==> src/rtl/code_lock_seq.sv <==
// code_lock_seq: sequential keypad code lock with error budget, lockout and seven-segment status.
// Digits are accepted on rising edges of insere and compared one by one against CODE.
// Optional build macro CODE_LOCK_TIMEOUT_EN adds an inactivity timeout while in ENTRY.
module code_lock_seq #(
  parameter int unsigned               CODE_LEN       = 6,
  parameter logic [4*CODE_LEN-1:0]     CODE           = 24'h589204,
  parameter int unsigned               MAX_ERRORS     = 1,
  parameter int unsigned               LOCKOUT_CYCLES = 16,
  parameter int unsigned               TIMEOUT_CYCLES = 1000,
  localparam int unsigned              PosW           = $clog2(CODE_LEN + 1),
  localparam int unsigned              ErrW           = $clog2(MAX_ERRORS + 2)
) (
  input  logic            clk,
  input  logic            reset,
  input  logic            insere,
  input  logic [3:0]      numero,
  input  logic            limpa,
  output logic [2:0]      estado,
  output logic [PosW-1:0] posicao,
  output logic [ErrW-1:0] erros,
  output logic [6:0]      display,
  output logic            led
);

  localparam int unsigned LockW    = (LOCKOUT_CYCLES > 1) ? $clog2(LOCKOUT_CYCLES) : 1;
  localparam int unsigned LockLoad = (LOCKOUT_CYCLES == 0) ? 0 : LOCKOUT_CYCLES - 1;

  typedef enum logic [2:0] {
    StIdle      = 3'd0,
    StEntry     = 3'd1,
    StOkFull    = 3'd2,
    StOkPartial = 3'd3,
    StFail      = 3'd4
  } state_e;

  localparam logic [6:0] SegZero = 7'b0000001;
  localparam logic [6:0] SegS    = 7'b0100100;
  localparam logic [6:0] SegP    = 7'b0011000;
  localparam logic [6:0] SegF    = 7'b0111000;

  function automatic logic [6:0] seg7(input logic [3:0] d);
    logic [6:0] s;
    case (d)
      4'd0:    s = 7'b0000001;
      4'd1:    s = 7'b1001111;
      4'd2:    s = 7'b0010010;
      4'd3:    s = 7'b0000110;
      4'd4:    s = 7'b1001100;
      4'd5:    s = 7'b0100100;
      4'd6:    s = 7'b0100000;
      4'd7:    s = 7'b0001111;
      4'd8:    s = 7'b0000000;
      4'd9:    s = 7'b0000010;
      default: s = 7'b1111111;
    endcase
    return s;
  endfunction

  state_e            state_q, state_d;
  logic [PosW-1:0]   pos_q, pos_d;
  logic [ErrW-1:0]   err_q, err_d;
  logic [6:0]        disp_q, disp_d;
  logic              led_q, led_d;
  logic              insere_q, insere_d;
  logic [LockW-1:0]  lock_q, lock_d;

  logic              strobe;
  logic              digit_taken;
  logic              tmo_hit;
  logic [3:0]        code_digit;
  logic [PosW-1:0]   pos_inc;
  logic [ErrW-1:0]   err_inc;

`ifdef CODE_LOCK_TIMEOUT_EN
  localparam int unsigned TmoW = (TIMEOUT_CYCLES > 1) ? $clog2(TIMEOUT_CYCLES + 1) : 1;
  logic [TmoW-1:0] tmo_q, tmo_d;

  // Inactivity counter: counts cycles in ENTRY since the last valid digit.
  always_comb begin
    tmo_d = '0;
    if (state_q == StEntry && !strobe) tmo_d = tmo_q + 1'b1;
  end

  assign tmo_hit = (state_q == StEntry) && (tmo_q == TmoW'(TIMEOUT_CYCLES - 1));

  // Inactivity counter register.
  always_ff @(posedge clk or posedge reset) begin
    if (reset) tmo_q <= '0;
    else       tmo_q <= tmo_d;
  end
`else
  // Parameter kept for a uniform interface; it has no effect without the timeout build.
  assign tmo_hit = (TIMEOUT_CYCLES == 0) & 1'b0;
`endif

  assign strobe  = insere & ~insere_q & (numero <= 4'd9);
  assign pos_inc = pos_q + 1'b1;
  assign err_inc = err_q + 1'b1;

  // Expected digit at the current match position (constant-select mux, no variable slicing).
  always_comb begin
    code_digit = '0;
    for (int unsigned i = 0; i < CODE_LEN; i++) begin
      if (pos_q == PosW'(i)) code_digit = CODE[4*(CODE_LEN-1-i) +: 4];
    end
  end

  // Next-state, counter and registered-output computation.
  always_comb begin
    state_d     = state_q;
    pos_d       = pos_q;
    err_d       = err_q;
    lock_d      = lock_q;
    insere_d    = insere;
    digit_taken = 1'b0;

    unique case (state_q)
      StIdle, StEntry: begin
        if (limpa) begin
          state_d = StIdle;
          pos_d   = '0;
          err_d   = '0;
        end else if (strobe) begin
          digit_taken = 1'b1;
          if (numero == code_digit) begin
            pos_d = pos_inc;
            if (pos_inc == PosW'(CODE_LEN)) begin
              state_d = (err_q == '0) ? StOkFull : StOkPartial;
            end else begin
              state_d = StEntry;
            end
          end else begin
            // Wrong digit: position holds so the same digit is retried.
            err_d = err_inc;
            if (err_inc > ErrW'(MAX_ERRORS)) begin
              state_d = StFail;
              lock_d  = LockW'(LockLoad);
            end else begin
              state_d = StEntry;
            end
          end
        end else if (tmo_hit) begin
          state_d = StIdle;
          pos_d   = '0;
          err_d   = '0;
        end
      end
      StOkFull, StOkPartial: begin
        if (limpa) begin
          state_d = StIdle;
          pos_d   = '0;
          err_d   = '0;
        end
      end
      StFail: begin
        // LOCKOUT_CYCLES == 0 keeps the lock failed until reset.
        if (LOCKOUT_CYCLES != 0) begin
          if (lock_q == '0) begin
            state_d = StIdle;
            pos_d   = '0;
            err_d   = '0;
          end else begin
            lock_d = lock_q - 1'b1;
          end
        end
      end
      default: begin
        state_d = StIdle;
        pos_d   = '0;
        err_d   = '0;
      end
    endcase

    unique case (state_d)
      StIdle:      disp_d = SegZero;
      StEntry:     disp_d = digit_taken ? seg7(numero) : disp_q;
      StOkFull:    disp_d = SegS;
      StOkPartial: disp_d = SegP;
      StFail:      disp_d = SegF;
      default:     disp_d = SegZero;
    endcase

    led_d = (err_d != '0) && (state_d == StEntry || state_d == StFail);
  end

  // State and output registers.
  always_ff @(posedge clk or posedge reset) begin
    if (reset) begin
      state_q  <= StIdle;
      pos_q    <= '0;
      err_q    <= '0;
      disp_q   <= SegZero;
      led_q    <= 1'b0;
      insere_q <= 1'b0;
      lock_q   <= '0;
    end else begin
      state_q  <= state_d;
      pos_q    <= pos_d;
      err_q    <= err_d;
      disp_q   <= disp_d;
      led_q    <= led_d;
      insere_q <= insere_d;
      lock_q   <= lock_d;
    end
  end

  assign estado  = state_q;
  assign posicao = pos_q;
  assign erros   = err_q;
  assign display = disp_q;
  assign led     = led_q;

endmodule

==> config.mk <==
export PLATFORM = sky130hd
export DESIGN_NAME = code_lock_seq
export DESIGN_NICKNAME = d
export VERILOG_FILES = /design/src/rtl/code_lock_seq.sv
export SDC_FILE = /design/constraint.sdc
export NUM_CORES = 1
export LEC_CHECK = 0
export ABC_AREA = 0
export CORE_MARGIN = 1.5
export CORE_UTILIZATION = 42
export CTS_CLUSTER_DIAMETER = 60
export DETAILED_ROUTE_END_ITERATION = 16
export PLACE_DENSITY = 0.65
export SLEW_MARGIN = 20
export SYNTH_ARGS = -nofsm -noshare
export SYNTH_HDL_FRONTEND = slang
export SYNTH_SLANG_ARGS = --single-unit
==> constraint.sdc <==
create_clock -name clk -period 3.59 [get_ports clk]
set_clock_uncertainty 0.1 [all_clocks]
set_input_delay 0.359 -clock clk [delete_from_list [all_inputs] [get_ports clk]]
set_output_delay 0.359 -clock clk [all_outputs]
set_load 0.03 [all_outputs]
* After elaboration in Yosys (flattened, before gate mapping)
Memory sizes are Yosys's and may differ from the RTL's.
Cells that the tools add are included.
** Storage, ports and cells
- Flip-flop bits (word level) :: 21
- Memory bits (read-only) :: 112
- Input bits :: 8
- Output and inout port bits :: 16
- Word-level logic and storage cells :: 91
- Memories kept :: 1
** Memory list
- (no name shown) :: words 16, width 7, rd ports 1, clocked after memory_dff 0, wr ports 0, RTL line 43 : case (d)
** Operators by class
- Add/subtract/negate cells :: 3
- $lt $le $gt $ge :: 2
- Equal/unequal tests :: 25
- Multiplexer cells :: 38
- Bitwise gates (word level) :: 3
- Reductions and logical operators :: 12
** Operator list (count)
- two-way mux 4 bit :: 10
- two-way mux 3 bit :: 12
- case mux 7 bit (4 select lines) :: 1
- equality test 3 x 2 -> 1 bit, second input constant :: 6
- case mux 3 bit (3 select lines) :: 2
- inequality test 2 bit, second input constant :: 8
- equality test 3 bit, second input constant :: 5
- two-way mux 2 bit :: 6
- equality test 3 x 1 -> 1 bit, second input constant :: 3
- case mux 4 bit (2 select lines) :: 1
- two-way mux 7 bit :: 1
- zero test 3 bit :: 2
- inequality test 3 bit, second input constant :: 2
- case mux 2 bit (3 select lines) :: 1
- AND reduction 6 bit :: 1
- equality test 4 bit :: 1
- <= comparator 4 bit, second input constant :: 1
- zero test 4 bit :: 1
- two-way mux 1 bit :: 4
- AND reduction 4 bit :: 1
- nonzero test 2 bit :: 2
- OR reduction 2 bit :: 2
- subtractor 4 x 1 -> 4 bit, second input constant :: 1
- adder 3 x 1 -> 3 bit, second input constant :: 1
- other kinds (7) :: 8

* Depth between registers and ports, before layout
Gate-level depths: netlist of the first run.
- Word-level depth :: 15
- Gate-level depth with buffers :: 11
- Depth with buffers taken out :: 9

* Worst setup path before layout of the first run
OpenSTA, ideal clock, no wires.
- Kind :: reg2reg
- Start point :: register pos_q[0] (netlist: posicao[0])
- End point :: register lock_q[0]
- Setup time :: 0.073 ns
- Arrival time :: 2.899 ns
- Required time :: 3.417 ns
- Slack :: 0.518 ns
- Stages on the path, launching flop included :: 11
- Path buffers :: 1
- Clock period less this slack :: 3.072 ns
- Cells stage by stage :: dfrtp_1 ha_1 ha_1 or4b_1 a221o_1 or3_4 o211ai_4 nand2b_1 buf_6 and3_4 a21oi_2
** Between the ends
- Word-level cells in the longest chain between the ends :: 10
- Elaborated cells between the ends (all ways) :: 15
- Those cells by class :: eq/ne: 7; mux: 6; reduce/logical: 2
** RTL lines
- from (decl) :: RTL line 60 : logic [PosW-1:0] pos_q, pos_d;
- from (signal assigned) :: RTL line 198 : pos_q <= pos_d;
- zero test 3 bit :: RTL line 104 : if (pos_q == PosW'(i)) code_digit = CODE[4*(CODE_LEN-1-i) +: 4];
- two-way mux 3 bit :: RTL line 104
- two-way mux 4 bit (4 in series) :: RTL line 104
- two-way mux 4 bit * :: RTL line 104
- equality test 4 bit * :: RTL line 125 : if (numero == code_digit) begin
- inequality test 2 bit (no line) *
- AND reduction 6 bit (no line) *
- to (signal assigned) :: RTL line 203 : lock_q <= lock_d;
- to (decl) :: RTL line 65 : logic [LockW-1:0] lock_q, lock_d;
Mark *: on every way between the ends. The rest lies on a longest branch, timed or not.
A chain may end at the register's enable or synchronous reset.

* Worst setup path in the final report of the first run
- Start point :: register pos_q[0] (netlist: posicao[0])
- End point :: register led_q (netlist: led)
** Between the ends
- Elaborated cells between the ends (all ways) :: 29
- Those cells by class :: add/sub: 1; eq/ne: 9; mux: 15; reduce/logical: 4
** RTL lines
- zero test 3 bit :: RTL line 104
- two-way mux 3 bit :: RTL line 104
- two-way mux 4 bit (4 in series) :: RTL line 104
- two-way mux 4 bit * :: RTL line 104
- equality test 4 bit * :: RTL line 125
- two-way mux 2 bit * :: RTL line 125
- two-way mux 2 bit * :: RTL line 123 : end else if (strobe) begin
- two-way mux 2 bit * :: RTL line 119 : if (limpa) begin
- case mux 2 bit (3 select lines) * :: RTL line 117 : unique case (state_q)
- via err_d[1] :: RTL line 61 : logic [ErrW-1:0] err_q, err_d;
- nonzero test 2 bit * :: RTL line 183 : led_d = (err_d != '0) && (state_d == StEntry || state_d == StFail);
- logical AND 1 bit * :: RTL line 183
- via led_d :: RTL line 63 : logic led_q, led_d;
- to (signal assigned) :: RTL line 201 : led_q <= led_d;
- to (decl) :: RTL line 63
Mark *: on every way through the listed nets, which the timed path passes. The rest lies on a longest branch.

==> results of run 1 <==
[worst paths after layout]
path / startpoint / end / slack, ns
max: posicao[0]$_DFFE_PP0P_ / led$_DFF_PP0_ / 0.37
min: reset / estado[0]$_DFF_PP0_ / 0.38
max reg2reg: posicao[0]$_DFFE_PP0P_ / led$_DFF_PP0_ / 0.37
min reg2reg: display[1]$_DFFE_PP0P_ / display[1]$_DFFE_PP0P_ / 0.44
max in group asynchronous: reset / estado[2]$_DFF_PP0_ / 2.50
min in group clk: insere / insere_q$_DFF_PP0_ / 0.41
[where the power goes]
part	switching (mW)	internal, mW
clock	0.0773	0.0425
sequential	0.0496	0.293
combinational	0.343	0.233
[state kept, by name, summed over array words and instances (netlist names)]
register	cells
insere_q	1
estado	3
posicao	3
led	1
erros	2
display	7
lock_q	4
[logic make-up after synthesis]
kind of cell,Yosys count
flip-flops,21
XOR/XNOR,2
multiplexers,1
AO/OA/AOI/OAI,55
AND/OR/NAND/NOR,64
adder cells (fa/ha/maj),13
buffers and inverters,17
[critical path: cells and delay by family (launching register included)]
family                     cells  cell delay, ns
adders and majority gates      2            0.46
and+or+nand+nor                4            1.23
AOI/OAI and AO/OA              3            0.92
DFF                            1            0.45
[per-layer routing]
layer  wire length [um]  up-vias  track usage (%)
li1                   -      663                -
met1               1635      645            24.80
met2               1703       28            32.53
met3                101        4            3.964
met4                 21        0            2.500
met5                  0        -                0
[metrics by stage]
step	cells	setup slack, ns	area, um^2
after floorplan	173	0.5185	1500
after global placement	239	0.4826	1773
after detailed placement	239	0.4269	1773
after CTS	243	0.3952	1803
after global routing	243	0.2098	1803
final	243	0.3678	1803
[cells in the final DEF (no fill, tap or decap), types with 2 or more instances in the layout]
master           netlist  routed
buf_4                  1       2
nor2_1                11      11
nand3_1                4       4
o21ai_0               17      17
and3_1                 2       2
inv_1                 12      12
xor2_1                 2       2
nand2_1               19      19
nor3_1                 6       6
a31oi_1                3       3
ha_1                  13      13
clkbuf_4               0       3
a21oi_2                3       3
a21boi_0               2       2
nand2b_1               5       5
clkdlybuf4s50_1        0      23
a21oi_1               13      13
dfrtp_1               20      20
nor2b_1                4       4
o211ai_1               2       2
[layout make-up]
cell class / count / area share [%]
Sequential cell: 21 / 29.22
Timing Repair Buffer: 25 / 13.60
Clock inverter: 1 / 0.4164
Clock buffer: 3 / 1.249
Inverter: 12 / 2.498
Tap cell: 46 / 3.192
Multi-Input combinational cell: 135 / 49.83
==> flow_summary_export.csv, run 1 <==
group,metric,value,unit
status,outcome,"complete, no violations",
power,ir_drop,0.0003325,V
floorplan,die_y,62.77,um
floorplan,dieArea,3939,um^2
yosys,ys.warnings.count,0,
clock_network,clockBufferDepth,2,
sta,whs,0.3810,ns
yosys,syn_inst,173,
yosys,synth_edf_count,0,
yosys,synth_fp_nets,194,
clock_network,cts-htree-levels,1,
yosys,yosysTopAreaCell,"dfrtp_1",
placed_design,io_buffers,23,
worst_setup_path,critical_path_class,"reg2reg",
routing,num_vias,1340,
grt,grt_pass1_vias,1282,
clock_network,insertion_delay,0.31,ns
yosys,netlist_top_cells_count,"20 x dfrtp_1, 19 x nand2_1, 17 x o21ai_0",
routing,final_antenna_net_count,0,
yosys,synthAdderAreaFrac,10.84,%
grt,grt_max_degree,22,
worst_setup_path,slowest_stage,"or4b_1",
clock_network,cts.hold.buffers_added,0,
yosys,ys_types,50,
routing,first_iter_violations,52,
yosys,synth.area.mux_share,0.7506,%
sta,fin_crit_sh,89.76,%
yosys,synth_compound_area_share,24.52,%
cells_and_area,num_antenna_cells,0,
routing,drc,0,
sta,layout_min_cycle_time,3.222,ns
sta,max_freq,310.3,MHz
placed_design,dp_hpwl,2676,um
routing,wire_per_inst,14.24,um
min_path,min_path_type,"in2async",
cells_and_area,final_nets,219,
worst_setup_path,cp_data_required_time,3.73,ns
power,p_leak,0.7370,nW
power,power,1.039,mW
yosys,synth-seq-cells,21,
sta,setup_violations,0,
sta,hold_viol_final,0,
cells_and_area,utilization,53.19,%
cells_and_area,fill_cells,327,
worst_setup_path,crit_path_max_incr_delay,0.53,ns
floorplan,pin_count,24,
yosys,synth_top_area_share,33.36,%
routing,via_per_inst,5.514,
clock_network,cts_buffers,3,
yosys,ys.flop_type,"dfrtp_1",
yosys,async_flop_share,100.0,%
sta,rsz0062_at_grt,"false",
worst_setup_path,crit_path_cell_trace,"ha_1, ha_1, or4b_1, a221o_1, nor3_1, nand2_1, and3_1, o21ai_0, a2bb2oi_2",
yosys,ys_seq_area_share,35.11,%
worst_setup_path,path_max_fanout,5,
sta,tns,0,ns
cells_and_area,multi_input_area,898.4,um^2
yosys,avgSynthCellArea,8.672,um^2
yosys,ys_top_cells_by_area,"dfrtp_1 33%, ha_1 11%, o21ai_0 5.7%",
worst_setup_path,crit_path_start_kind,"register",
worst_setup_path,crit_top_cell,"ha_1",
grt,grt_pass1_wl,5961,um
floorplan,core-area,3390,um^2
grt,grt.total_usage,18.80,%
grt,antenna_found_initial,0,
cells_and_area,seq_area,526.8,um^2
yosys,synth_top_family_by_area,"compound AO/OA/AOI/OAI gates",
placed_design,place_congestion,0.8533,
clock_network,cts_resized,0,
yosys,synth_most_common_cell,"dfrtp_1",
worst_setup_path,cp.arrival,3.37,ns
sta,max_slew_margin,46.30,%
worst_setup_path,critPathCaptureType,"register",
floorplan,die_w,62.77,um
yosys,syn-cell-area,1500,um^2
sta,worst_pin_slew,0.8045,ns
clock_network,post_cts_buffers,0,
clock_network,cts_tree,"built",
floorplan,rows,21,
sta,drv_slew,0,
routing,wl,3461,um
worst_setup_path,worst_r2r_path_depth,9,
yosys,synth-xor-area-share,1.168,%
clock_network,cts.sinks,21,
flow_run,cap_viol_max_count,0,
grt,overflow,0,
power,power_density,576.1,nW/um^2
clock_network,cts_root_buffer,"clkbuf_4",
floorplan,initial_core_util,44.26,%
cells_and_area,area_growth,20.18,%
cells_and_area,layout-drive-gt1-share,9.137,%
yosys,yosys.area_share.simple,22.60,%
routing,firstDrtPassIters,4,
clock_network,clkTransAtPathRegs,0.13,ns
Note: power is estimated with default switching activity, not from simulation.
==> run 2, diff against run 1 <==
--- a/config.mk
+++ b/config.mk
@@ -6,11 +6,13 @@
 export NUM_CORES = 1
 export LEC_CHECK = 0
 export ABC_AREA = 0
+export CAP_MARGIN = 20
 export CORE_MARGIN = 1.5
 export CORE_UTILIZATION = 42
 export CTS_CLUSTER_DIAMETER = 60
 export DETAILED_ROUTE_END_ITERATION = 16
 export PLACE_DENSITY = 0.65
+export SKIP_LAST_GASP = 1
 export SLEW_MARGIN = 20
 export SYNTH_ARGS = -nofsm -noshare
 export SYNTH_HDL_FRONTEND = slang
==> results of run 2 <==
No change in the layout: final DEF, timing and power equal those of run 1.
